## src/rtl/vga_sync_monitor_if.sv

```systemverilog
// Signal bundle between a VGA sync source (master) and vga_sync_monitor (slave).
interface vga_sync_monitor_if;
  // No valid/ready: hsync_in/vsync_in are level pulses sampled on every clock, and
  // every output is a registered beam/lock state that is meaningful on every cycle.
  logic       hsync_in;
  logic       vsync_in;
  logic [9:0] hpos;
  logic [9:0] vpos;
  logic       display_on;
  logic       locked;
  logic       lock_lost;
  logic [7:0] loss_count;
  logic [2:0] fsm_state;

  modport master (
    output hsync_in, vsync_in,
    input  hpos, vpos, display_on, locked, lock_lost, loss_count, fsm_state
  );

  modport slave (
    input  hsync_in, vsync_in,
    output hpos, vpos, display_on, locked, lock_lost, loss_count, fsm_state
  );
endinterface

```

## src/rtl/vga_sync_monitor.sv

```systemverilog
// Recovers VGA beam position from hsync/vsync pulses and tracks timing lock.
// Optional lock-loss counter is built only when VGA_MON_STATS_EN is defined.
module vga_sync_monitor #(
  parameter int H_DISPLAY = 640,
  parameter int H_FRONT   = 16,
  parameter int H_SYNC    = 96,
  parameter int H_BACK    = 48,
  parameter int V_DISPLAY = 480,
  parameter int V_BOTTOM  = 10,
  parameter int V_SYNC    = 2,
  parameter int V_TOP     = 33
) (
  input  logic              clk,
  input  logic              rst_n,
  vga_sync_monitor_if.slave bus
);
  localparam int H_TOTAL      = H_DISPLAY + H_FRONT + H_SYNC + H_BACK;
  localparam int V_TOTAL      = V_DISPLAY + V_BOTTOM + V_SYNC + V_TOP;
  localparam int H_SYNC_START = H_DISPLAY + H_FRONT;
  localparam int V_SYNC_START = V_DISPLAY + V_BOTTOM;

  localparam logic [9:0] LCNT_MAX = 10'(H_TOTAL + 8);
  localparam logic [9:0] H_LAST   = 10'(H_TOTAL - 1);
  localparam logic [9:0] V_LAST   = 10'(V_TOTAL - 1);
  localparam logic [9:0] V_PRE    = 10'(V_SYNC_START - 1);

  typedef enum logic [2:0] {
    SEARCH = 3'd0,
    HMEAS  = 3'd1,
    VWAIT  = 3'd2,
    VMEAS  = 3'd3,
    LOCKED = 3'd4
  } state_t;

  state_t     state_q, state_d;
  logic [2:0] hs_sr, vs_sr;
  logic       hs_edge, vs_edge;
  logic [9:0] lcnt, hpos, vpos;
  logic [9:0] vcnt_q, vcnt_d;
  logic       match_q, match_d;
  logic       lost_q, lost_d;
  logic       lcnt_sat, line_ok, hpos_wrap, frame_ok, fail;

  // [0],[1] synchronise; [2] is the delay flop used for rising-edge detection.
  always_ff @(posedge clk or negedge rst_n) begin
    if (!rst_n) begin
      hs_sr <= '0;
      vs_sr <= '0;
    end else begin
      hs_sr <= {hs_sr[1:0], bus.hsync_in};
      vs_sr <= {vs_sr[1:0], bus.vsync_in};
    end
  end

  assign hs_edge   = hs_sr[1] & ~hs_sr[2];
  assign vs_edge   = vs_sr[1] & ~vs_sr[2];
  assign lcnt_sat  = (lcnt == LCNT_MAX);
  assign line_ok   = (lcnt == H_LAST);
  assign hpos_wrap = ~hs_edge & (hpos == H_LAST);
  // An hsync edge landing on the closing vsync edge belongs to the frame just measured.
  assign frame_ok  = ((vcnt_q + {9'd0, hs_edge}) == 10'(V_TOTAL));
  assign fail      = lcnt_sat | (hs_edge & ~line_ok) | (vs_edge & (vpos != V_PRE));

  always_ff @(posedge clk or negedge rst_n) begin
    if (!rst_n) begin
      lcnt <= '0;
      hpos <= '0;
      vpos <= '0;
    end else begin
      if (hs_edge)        lcnt <= '0;
      else if (!lcnt_sat) lcnt <= lcnt + 10'd1;

      if (hs_edge)        hpos <= 10'(H_SYNC_START);
      else if (hpos_wrap) hpos <= '0;
      else                hpos <= hpos + 10'd1;

      if (vs_edge)        vpos <= 10'(V_SYNC_START);
      else if (hpos_wrap) vpos <= (vpos == V_LAST) ? 10'd0 : vpos + 10'd1;
    end
  end

  always_ff @(posedge clk or negedge rst_n) begin
    if (!rst_n) begin
      state_q <= SEARCH;
      match_q <= 1'b0;
      vcnt_q  <= '0;
      lost_q  <= 1'b0;
    end else begin
      state_q <= state_d;
      match_q <= match_d;
      vcnt_q  <= vcnt_d;
      lost_q  <= lost_d;
    end
  end

  always_comb begin
    state_d = state_q;
    match_d = match_q;
    vcnt_d  = vcnt_q;
    lost_d  = 1'b0;
    unique case (state_q)
      SEARCH: begin
        if (hs_edge) begin
          state_d = HMEAS;
          match_d = 1'b0;
        end
      end
      HMEAS: begin
        if (lcnt_sat) begin
          state_d = SEARCH;
        end else if (hs_edge) begin
          if (!line_ok)     match_d = 1'b0;
          else if (match_q) begin
            state_d = VWAIT;
            match_d = 1'b0;
          end else          match_d = 1'b1;
        end
      end
      VWAIT: begin
        if (lcnt_sat) begin
          state_d = SEARCH;
        end else if (vs_edge) begin
          state_d = VMEAS;
          vcnt_d  = '0;
        end
      end
      VMEAS: begin
        if (lcnt_sat) begin
          state_d = SEARCH;
        end else if (vs_edge) begin
          if (frame_ok) state_d = LOCKED;
          vcnt_d = '0;
        end else if (hs_edge && vcnt_q != 10'h3FF) begin
          vcnt_d = vcnt_q + 10'd1;
        end
      end
      LOCKED: begin
        if (fail) begin
          state_d = SEARCH;
          lost_d  = 1'b1;
        end
      end
      default: state_d = SEARCH;
    endcase
  end

`ifdef VGA_MON_STATS_EN
  logic [7:0] loss_cnt;

  always_ff @(posedge clk or negedge rst_n) begin
    if (!rst_n)                          loss_cnt <= '0;
    else if (lost_d && loss_cnt != 8'hFF) loss_cnt <= loss_cnt + 8'd1;
  end

  assign bus.loss_count = loss_cnt;
`else
  assign bus.loss_count = 8'd0;
`endif

  assign bus.hpos       = hpos;
  assign bus.vpos       = vpos;
  assign bus.locked     = (state_q == LOCKED);
  assign bus.display_on = bus.locked & (hpos < 10'(H_DISPLAY)) & (vpos < 10'(V_DISPLAY));
  assign bus.lock_lost  = lost_q;
  assign bus.fsm_state  = state_q;
endmodule
```

## src/flat_wrapper.sv

```systemverilog
// flat-port wrapper written by rule: the top's interface ports become plain ports
module vga_sync_monitor_flat 
#(
  parameter int H_DISPLAY = 640,
  parameter int H_FRONT   = 16,
  parameter int H_SYNC    = 96,
  parameter int H_BACK    = 48,
  parameter int V_DISPLAY = 480,
  parameter int V_BOTTOM  = 10,
  parameter int V_SYNC    = 2,
  parameter int V_TOP     = 33
)
  (clk, rst_n, bus_hsync_in, bus_vsync_in, bus_hpos, bus_vpos, bus_display_on, bus_locked, bus_lock_lost, bus_loss_count, bus_fsm_state);
  vga_sync_monitor_if bus_i ();
  input  logic clk;
  input  logic rst_n;
  input wire logic [$bits(bus_i.hsync_in)-1:0] bus_hsync_in;
  input wire logic [$bits(bus_i.vsync_in)-1:0] bus_vsync_in;
  output wire logic [$bits(bus_i.hpos)-1:0] bus_hpos;
  output wire logic [$bits(bus_i.vpos)-1:0] bus_vpos;
  output wire logic [$bits(bus_i.display_on)-1:0] bus_display_on;
  output wire logic [$bits(bus_i.locked)-1:0] bus_locked;
  output wire logic [$bits(bus_i.lock_lost)-1:0] bus_lock_lost;
  output wire logic [$bits(bus_i.loss_count)-1:0] bus_loss_count;
  output wire logic [$bits(bus_i.fsm_state)-1:0] bus_fsm_state;
  assign bus_i.hsync_in = bus_hsync_in;
  assign bus_i.vsync_in = bus_vsync_in;
  assign bus_hpos = bus_i.hpos;
  assign bus_vpos = bus_i.vpos;
  assign bus_display_on = bus_i.display_on;
  assign bus_locked = bus_i.locked;
  assign bus_lock_lost = bus_i.lock_lost;
  assign bus_loss_count = bus_i.loss_count;
  assign bus_fsm_state = bus_i.fsm_state;
  vga_sync_monitor #(.H_DISPLAY(H_DISPLAY), .H_FRONT(H_FRONT), .H_SYNC(H_SYNC), .H_BACK(H_BACK), .V_DISPLAY(V_DISPLAY), .V_BOTTOM(V_BOTTOM), .V_SYNC(V_SYNC), .V_TOP(V_TOP)) u_core (.clk(clk), .rst_n(rst_n), .bus(bus_i));
endmodule
```

## config.mk

```make
export PLATFORM = sky130hd
export DESIGN_NAME = vga_sync_monitor_flat
export DESIGN_NICKNAME = d
export VERILOG_FILES = /design/src/rtl/vga_sync_monitor_if.sv /design/src/rtl/vga_sync_monitor.sv /design/src/flat_wrapper.sv
export SDC_FILE = /design/constraint.sdc
export NUM_CORES = 1
export LEC_CHECK = 0
export ABC_AREA = 1
export CAP_MARGIN = 20
export CORE_MARGIN = 3
export CORE_UTILIZATION = 30
export DETAILED_ROUTE_END_ITERATION = 6
export PLACE_DENSITY_LB_ADDON = 0.15
export SLEW_MARGIN = 20
export SYNTH_ARGS = -nofsm -noshare
export SYNTH_HDL_FRONTEND = slang
export SYNTH_SLANG_ARGS = --single-unit
```

## constraint.sdc

```tcl
create_clock -name clk -period 5 [get_ports clk]
set_input_delay 0.5 -clock clk [delete_from_list [all_inputs] [get_ports clk]]
set_output_delay 0.5 -clock clk [all_outputs]
set_load 0.02 [all_outputs]
```

; ---- After elaboration in Yosys (flattened, before gate mapping)
; Cells that the tools add are included.
[totals]
register_bits = 51
output_inout_bits = 34
wordCells = 96
[classes]
n_addsub = 5
order_cmp = 2
eq_ne = 26
mux = 33
bitwise_logic = 13
n_reduce_logical = 8
[ops]
columns = operator, count
row1 = 10-bit 2-to-1 mux, 12
row2 = 10-bit equality test (second input constant), 5
row3 = 10-bit by 1-bit adder with 10-bit output (second input constant), 4
row4 = 3-bit 2-to-1 mux, 11
row5 = 3-bit by 1-bit != test with 1-bit output (second input constant), 7
row6 = 10-bit case mux with 2 select lines, 1
row7 = 3-bit case mux with 5 select lines, 1
row8 = 10-bit by 1-bit adder with 10-bit output, 1
row9 = 10-bit < comparator (second input constant), 1
row10 = 10-bit by 9-bit < comparator with 1-bit output (second input constant), 1
row11 = 10-bit != test (second input constant), 1
row12 = 10-bit by 9-bit != test with 1-bit output (second input constant), 1
row13 = 2-bit by 1-bit != test with 1-bit output (second input constant), 4
row14 = 2-bit != test (second input constant), 4
row15 = 8-bit AND reduction, 1
row16 = 1-bit bitwise AND, 7
row17 = 1-bit 2-to-1 mux, 7
row18 = 3-bit by 2-bit equality test with 1-bit output (second input constant), 2
row19 = 2-bit nonzero test, 3
row20 = 5-bit AND reduction, 1
row21 = 1-bit inverter, 4
row22 = 4-bit AND reduction, 1
row23 = 3-bit by 1-bit equality test with 1-bit output (second input constant), 1
row24 = 3-bit equality test (second input constant), 1
row25 = 4 further kinds, 5

; ---- Longest topological paths before layout
; Gate-level depths: netlist of run 1.
[depth]
word_depth = 8
ltp_mapped = 13
ltp_nobuf = 13

; ---- Worst setup path after synthesis of run 1
; OpenSTA, ideal clock, no wires.
[synth_path]
path_type = register to output
from = register u_core.state_q[2] (netlist: u_core.bus.fsm_state[2])
to = output bus_display_on
arrival_time_ns = 1.905
required_time_ns = 4.500
slack_ns = 2.595
path_stages_with_launch = 5
cell_sequence = dfrtp_1 > inv_1 > nor3_1 > o211ai_1 > nor3_1
[synth_between]
elab_chain_len = 3
[synth_lines]
columns = item, line
row1 = start: declaration, vga_sync_monitor.sv:35  ; state_t state_q, state_d;
row2 = start signal: assignment, vga_sync_monitor.sv:89  ; state_q <= state_d;
row3 = 3-bit equality test, vga_sync_monitor.sv:162  ; assign bus.locked = (state_q == LOCKED);
row4 = named net bus_locked, flat_wrapper.sv:22  ; output wire logic [$bits(bus_i.locked)-1:0] bus_locked;
row5 = 1-bit bitwise AND (2 in a row), vga_sync_monitor.sv:163  ; assign bus.display_on = bus.locked & (hpos < 10'(H_DISPLAY)) & (vpos < 10'(V_DISPLAY));
row6 = end: declaration, flat_wrapper.sv:21  ; output wire logic [$bits(bus_i.display_on)-1:0] bus_display_on;
; The timed path passes the listed nets, and every way through them passes these cells.

; ---- Worst setup path after layout of run 1
[layout_path]
from = register u_core.state_q[0] (netlist: u_core.bus.fsm_state[0])
to = output bus_display_on
[layout_between]
elab_chain_len = 3
[layout_lines]
columns = item, line
row1 = 3-bit equality test, vga_sync_monitor.sv:162
row2 = 1-bit bitwise AND (2 in a row), vga_sync_monitor.sv:163
; No other way between the ends.

==> results.json, run 1 <==
{
  "synth.yosys.seq_area_share": 0.425,
  "yosys_warnings": 0,
  "die_outline_area_um2": 11200,
  "grt_setup_unrepaired": "no",
  "syn-instance-count": 385,
  "drt-vias-per-instance": 4.68,
  "crit_path_cell_trace": "nor3_1 -> o211ai_1 -> nor3_1 -> clkdlybuf4s50_1",
  "combinationalPowerShare": 0.337,
  "total_standard_cell_area_after_synthesis_um2": 3000,
  "route.final.wire_length_um": 6830,
  "run_status": "finished, final reports clean",
  "dpl-instance-area_um2": 3380,
  "timing.critical_path.from_type": "flip-flop",
  "first_iter_violations": 108,
  "setup_tns_ns": 0,
  "grt_start_max_net_pins": 52,
  "pin_count": 38,
  "worst_pin_slew_ns": 0.659,
  "drt-wirelength-per-cell_um": 12.5,
  "cpMaxStageDelayCell": "sky130_fd_sc_hd__clkdlybuf4s50_1",
  "final_max_slew_viol_count": 0,
  "leakage_nw": 1.58,
  "drive_gt1_frac": 0.0767,
  "synthDistinctLibCells": 37,
  "seq_power_share": 0.427,
  "timing.critical_path.depth": 4,
  "critPathMostFrequentCell": "sky130_fd_sc_hd__nor3_1",
  "multiInputGateArea_um2": 1480,
  "synthDominantCellAreaShare": 0.425,
  "crit_required_ns": 4.50,
  "wire_length_of_the_first_global_routing_pass_um": 11700,
  "setup_viol": 0,
  "start_util": 0.317,
  "clk_pin_slew_ns": 0.10,
  "die_h_um": 106,
  "peak_supply_drop_mv": 0.167,
  "timing.fmax_mhz": 352,
  "synth_flop_cell": "sky130_fd_sc_hd__dfrtp_1",
  "skew_ns": 0.00955,
  "synth_most_common_cell": "sky130_fd_sc_hd__nand2_1",
  "clock_network_fraction_of_total_power": 0.236,
  "antenna_found_initial": 0,
  "drc": 0,
  "placementRows": 35,
  "antenna_cells": 0,
  "maxSlewHeadroom": 0.557,
  "design.core.area_um2": 9460,
  "final.period_utilization": 0.569,
  "synth.top_cells.by_area": "sky130_fd_sc_hd__dfrtp_1 (43%), sky130_fd_sc_hd__nand2_1 (12%), sky130_fd_sc_hd__inv_1 (5.6%)",
  "vias": 2557,
  "detail_route.first_pass.iterations": 4,
  "clk_tree_root_cell": "sky130_fd_sc_hd__clkbuf_8",
  "postSynth.asyncResetShare": 1.00,
  "post_cts_hold_buffer_count": 0,
  "p_per_area_nw_per_um2": 365,
  "setup.worst_path.class": "reg -> out",
  "ys_ff_latch": 51,
  "n_fill_cell": 1016,
  "design_power_total_w": 0.00128,
  "insertion_delay_ns": 0.30,
  "grtUsageTotal": 0.125,
  "period_minus_slack_ns": 2.84,
  "critical_path.top_delay_family": "simple AND/OR/NAND/NOR gates",
  "final_util": 0.370,
  "power.share.switching": 0.385,
  "final_net_count": 429,
  "path_max_fanout": 8,
  "final_hold_viol_count": 0,
  "cts_num_sinks": 51,
  "synth_edf_count": 0,
  "postCtsResizedCells": 0,
  "final-seq-area_um2": 1280,
  "number_of_buffers_inserted_during_clock_tree_synthesis": 5,
  "tritoncts": "built",
  "yosysTopAreaCell": "sky130_fd_sc_hd__dfrtp_1",
  "internal_power_w": 0.000785,
  "area.growth.synth_to_final_pct": 16.6,
  "cp.arrival_ns": 2.34,
  "hold_class": "in -> async",
  "syn_area_per_cell_um2": 7.80,
  "final_antenna_net_count": 0,
  "die_width_um": 106,
  "worstPathBufferInverterCount": 1,
  "timing.reg2reg.worst_path_depth": 12,
  "hpwl_um": 5000,
  "cts_htree_levels": 2,
  "p_switching_w": 0.000491,
  "drv.max_cap_violation_count": 0,
  "synth_commonest_cells": "sky130_fd_sc_hd__nand2_1 (92), sky130_fd_sc_hd__dfrtp_1 (51), sky130_fd_sc_hd__inv_1 (45), sky130_fd_sc_hd__nor2_1 (35), sky130_fd_sc_hd__nand3_1 (28)",
  "crit_path_max_incr_delay_ns": 0.64,
  "postCtsSetupBuffers": 0,
  "finalInstanceArea_um2": 3500,
  "cts.path.max_buffers": 2,
  "io_buffers": 29,
  "number_of_global_route_vias_before_repair": 2415,
  "global_route.overflow_total": 0,
  "place.gp.congestion": 0.806,
  "crit_path_end_kind": "primary output"
}
## flip-flops by register name, summed over array words and instances (netlist names)
| register | flops |
|---|---|
| u_core.bus.vpos | 10 |
| u_core.hs_sr | 3 |
| u_core.bus.lock_lost | 1 |
| u_core.vcnt_q | 10 |
| u_core.match_q | 1 |
| u_core.vs_sr | 3 |
| u_core.bus.hpos | 10 |
| u_core.lcnt | 10 |
| u_core.bus.fsm_state | 3 |
## layer usage
metal  share of wire  up-vias  GRT usage  wire length, um
met5               0        -          0                0
met3           0.048        5     0.0322              325
met4          0.0083        0     0.0296               57
met1            0.50     1180      0.163             3390
li1                -     1326          -                -
met2            0.45       46      0.208             3060
## cell usage in the layout, fill, tap and decap left out, types with 2 or more instances in the layout
cell type and instances:
sky130_fd_sc_hd__o211ai_1 3, sky130_fd_sc_hd__nand2_1 92, sky130_fd_sc_hd__o2111ai_1 2, sky130_fd_sc_hd__ha_1 9
sky130_fd_sc_hd__nor2_2 4, sky130_fd_sc_hd__a211oi_1 3, sky130_fd_sc_hd__a21oi_1 20, sky130_fd_sc_hd__clkbuf_8 5
sky130_fd_sc_hd__dfrtp_1 51, sky130_fd_sc_hd__inv_1 45, sky130_fd_sc_hd__o21ai_2 2, sky130_fd_sc_hd__nor3b_1 2
sky130_fd_sc_hd__nand4_1 15, sky130_fd_sc_hd__nand3_1 28, sky130_fd_sc_hd__o21ai_1 5, sky130_fd_sc_hd__or2_2 4
sky130_fd_sc_hd__xor2_1 3, sky130_fd_sc_hd__nor4_1 3, sky130_fd_sc_hd__nor2_4 3, sky130_fd_sc_hd__nand3b_1 4
sky130_fd_sc_hd__nand2_2 2, sky130_fd_sc_hd__nor3_1 7, sky130_fd_sc_hd__o21ai_0 16, sky130_fd_sc_hd__nor2_1 35
sky130_fd_sc_hd__nand3_2 2, sky130_fd_sc_hd__clkdlybuf4s50_1 28, sky130_fd_sc_hd__o21bai_1 3, sky130_fd_sc_hd__conb_1 8
## metrics by stage
| stage | cells | setup slack (ns) | hold slack (ns) |
|---|---|---|---|
| after floorplan | 392 | 2.60 | 0.204 |
| after global placement | 538 | 2.52 | 0.335 |
| after detailed placement | 538 | 2.50 | 0.340 |
| after CTS | 546 | 2.15 | 0.332 |
| after global routing | 546 | 1.92 | 0.356 |
| final | 546 | 2.16 | 0.298 |
## worst reg2reg max path, cell delays in order (launching register included)
cell,delay [ns]
sky130_fd_sc_hd__dfrtp_1,0.39
sky130_fd_sc_hd__nand2_1,0.47
sky130_fd_sc_hd__inv_2,0.24
sky130_fd_sc_hd__ha_1,0.28
sky130_fd_sc_hd__ha_1,0.30
sky130_fd_sc_hd__nor2_1,0.10
sky130_fd_sc_hd__nand4_1,0.07
sky130_fd_sc_hd__nor2_1,0.09
sky130_fd_sc_hd__nand3_1,0.08
sky130_fd_sc_hd__nand2_1,0.13
sky130_fd_sc_hd__nand3_2,0.09
sky130_fd_sc_hd__nand2_1,0.06
sky130_fd_sc_hd__nand2_1,0.05
## layout make-up
class | instances | area share
multi-input cells | 281 | 0.422
flip-flops and latches | 51 | 0.365
repair buffers | 30 | 0.0837
inverters | 47 | 0.0504
well taps | 129 | 0.0461
clock buffers | 5 | 0.0197
clock inverters | 3 | 0.0132
## worst paths after layout
path                                          from                       to  slack [ns]
max                        u_core.bus.fsm_state[0]           bus_display_on        2.16
max reg2reg                        u_core.hs_sr[1]  u_core.bus.fsm_state[0]        2.54
min in group clk                   u_core.vs_sr[0]          u_core.vs_sr[1]        0.36
min reg2reg                        u_core.vs_sr[0]          u_core.vs_sr[1]        0.36
max in group asynchronous                    rst_n           u_core.match_q        4.25
min                                          rst_n       u_core.bus.hpos[3]        0.30
## power by group through the flow
stage / Clock [W] / Combinational (W) / Sequential, W
after floorplan: 0 / 0.000250 / 0.000586
after global placement: 0 / 0.000431 / 0.000553
after detailed placement: 0 / 0.000433 / 0.000555
after CTS: 0.000315 / 0.000436 / 0.000547
after global routing: 0.000334 / 0.000481 / 0.000559
final: 0.000301 / 0.000430 / 0.000546
## cells by family (layout without fill, tap and decap cells)
family | Yosys count | in the layout | synth area share
simple gates | 205 | 205 | 0.327
buf+inv | 60 | 85 | 0.0913
compound gates | 54 | 54 | 0.103
flops | 51 | 51 | 0.425
fa+ha+maj | 9 | 9 | 0.0375
xor+xnor | 4 | 4 | 0.0117
other cells | 1 | 8 | 0.00125
mux | 1 | 1 | 0.00333
Power figures use the tool's default switching activity.
==> run 2: changes to the inputs <==
==> constraint.sdc (replaced) <==
create_clock -name clk -period 2.35 [get_ports clk]
set_input_delay 0.235 -clock clk [delete_from_list [all_inputs] [get_ports clk]]
set_output_delay 0.235 -clock clk [all_outputs]
set_load 0.02 [all_outputs]
==> run 2 against run 1 <==
Compared with the run above: worst hold slack got worse by 0.34 ns; critical path type unchanged; largest power group unchanged; count of clock-buffer cells in the layout did not move; wire length rose by 2.2%; combinational power rose by 120%; via count rose by 1.7%; highest routed layer unchanged; global-route usage rose by 0.83 points; sequential share of layout area fell by 0.85 points; clock skew fell by 0.0010 ns; sequential cell count did not move; largest cell class unchanged; the flow now finishes with violations (negative hold slack); clock power rose by 140%; non-clock buffer count rose by 8.
==> results.json, run 2 (synthesis results as in run 1) <==
{
  "postCtsSetupBuffers": 0,
  "grt_start_max_net_pins": 32,
  "start_util": 0.317,
  "instances_no_fill": 554,
  "cts.path.max_buffers": 2,
  "path_max_fanout": 7,
  "n_fill_cell": 1005,
  "maxSlewHeadroom": 0.539,
  "layout_common_cells": "sky130_fd_sc_hd__nand2_1 (92), sky130_fd_sc_hd__dfrtp_1 (51), sky130_fd_sc_hd__inv_1 (45)",
  "insertion_delay_ns": 0.30,
  "antenna_cells": 0,
  "p_per_area_nw_per_um2": 790,
  "finalInstanceArea_um2": 3580,
  "peak_supply_drop_mv": 0.290,
  "cts_htree_levels": 2,
  "cts_num_sinks": 51,
  "final.period_utilization": 0.872,
  "skew_ns": 0.00850,
  "period_minus_slack_ns": 2.05,
  "pin_count": 38,
  "clk_pin_slew_ns": 0.10,
  "failed_checks": "negative hold slack",
  "final_net_count": 437,
  "route.final.wire_length_um": 6980,
  "global_route.overflow_total": 0,
  "detail_route.first_pass.iterations": 4,
  "final_antenna_net_count": 0,
  "drv.max_cap_violation_count": 0,
  "place.gp.congestion": 0.809,
  "number_of_global_route_vias_before_repair": 2615,
  "vias": 2601,
  "crit_path_end_kind": "primary output",
  "setup.worst_path.class": "reg -> out",
  "final_hold_viol_count": 29,
  "run_status": "finished, violations left",
  "grtUsageTotal": 0.134,
  "die_outline_area_um2": 11200,
  "leakage_nw": 1.65,
  "layout_commonest_cell": "sky130_fd_sc_hd__nand2_1",
  "first_iter_violations": 129,
  "number_of_placed_cells_counting_well_taps": 546,
  "worst_pin_slew_ns": 0.691,
  "number_of_buffers_inserted_during_clock_tree_synthesis": 5,
  "timing.critical_path.from_type": "flip-flop",
  "drive_gt1_frac": 0.0941,
  "antenna_found_initial": 0,
  "wire_length_of_the_first_global_routing_pass_um": 12300,
  "grt_setup_unrepaired": "no",
  "hold-worst-slack_ns": -0.0388,
  "hold_class": "in -> async",
  "io_buffers": 29,
  "placementRows": 35,
  "crit_required_ns": 2.12,
  "hpwl_um": 5390,
  "drt-vias-per-instance": 4.69,
  "final_max_slew_viol_count": 0,
  "setup_viol": 0,
  "area.growth.synth_to_final_pct": 19.4,
  "drt-wirelength-per-cell_um": 12.6,
  "die_width_um": 106,
  "drc": 0,
  "tritoncts": "built",
  "dpl-instance-area_um2": 3440,
  "cp.arrival_ns": 1.81,
  "timing.fmax_mhz": 488,
  "design.core.area_um2": 9460,
  "setup_tns_ns": 0,
  "clk_tree_root_cell": "sky130_fd_sc_hd__clkbuf_8",
  "die_h_um": 106
}
==> run 2: changes by cell type in the layout (fill, tap and decap cells not counted), sizes merged <==
cell,change
bufinv,+1
buf,+8
dlymetal6s2s,+1
inv,-1
clkdlybuf4s50,-1
==> run 2: stage by stage <==
stage / setup slack, ns / total power (W) / util
5_1_grt: 0.141 / 0.00305 / 0.379
2_1_floorplan: 0.210 / 0.00178 / -
3_3_place_gp: 0.441 / 0.00213 / 0.364
6_report: 0.301 / 0.00283 / 0.379
3_5_place_dp: 0.421 / 0.00213 / 0.364
4_1_cts: 0.135 / 0.00286 / 0.379
==> run 2: area by class of cell <==
class / instances / area (um^2) / share of cell area
Clock buffer: 5 / 68.8 / 0.0192
Clock inverter: 3 / 67.6 / 0.0189
Multi-Input combinational cell: 281 / 1480 / 0.412
Sequential cell: 51 / 1280 / 0.356
Inverter: 47 / 176 / 0.0492
Timing Repair Buffer: 38 / 355 / 0.0992
Tap cell: 129 / 161 / 0.0450
==> run 2: worst paths after layout <==
kind	to	slack (ns)	start	depth (start not counted)
worst max-delay path	bus_locked	0.30	u_core.bus.fsm_state[1]	3
worst min-delay path	u_core.bus.hpos[3]	-0.04	rst_n	1
worst max register to register	u_core.bus.fsm_state[0]	0.42	u_core.hs_sr[1]	12
worst min register to register	u_core.hs_sr[1]	0.35	u_core.hs_sr[0]	0
max in group asynchronous	u_core.lcnt[0]	1.73	rst_n	2
min in group clk	u_core.hs_sr[1]	0.35	u_core.hs_sr[0]	0
==> run 2: where the power goes <==
part | switching (W) | leakage (nW) | internal (W)
clock network | 0.000299 | 0.0644 | 0.000425
registers | 0.000148 | 0.637 | 0.00100
logic | 0.000588 | 0.945 | 0.000371
==> run 2: worst max-delay path, stage by stage (launching register included) <==
cell and delay, ns:
sky130_fd_sc_hd__dfrtp_1 0.46, sky130_fd_sc_hd__nor3_1 0.28, sky130_fd_sc_hd__buf_4 0.18, sky130_fd_sc_hd__clkdlybuf4s50_1 0.60
==> run 2: metal layers <==
| layer | up-vias | routed length (um) | GRT usage |
|---|---|---|---|
| li1 | 1335 | - | - |
| met1 | 1215 | 3300 | 0.174 |
| met2 | 46 | 3290 | 0.225 |
| met3 | 5 | 342 | 0.0291 |
| met4 | 0 | 52 | 0.0333 |
| met5 | - | 0 | 0 |
==> run 2: repair_timing <==
action / CTS / global route
hold buffers: 0 / 0
resized for setup: 0 / 1
endpoints found under the setup margin: 0 / 1
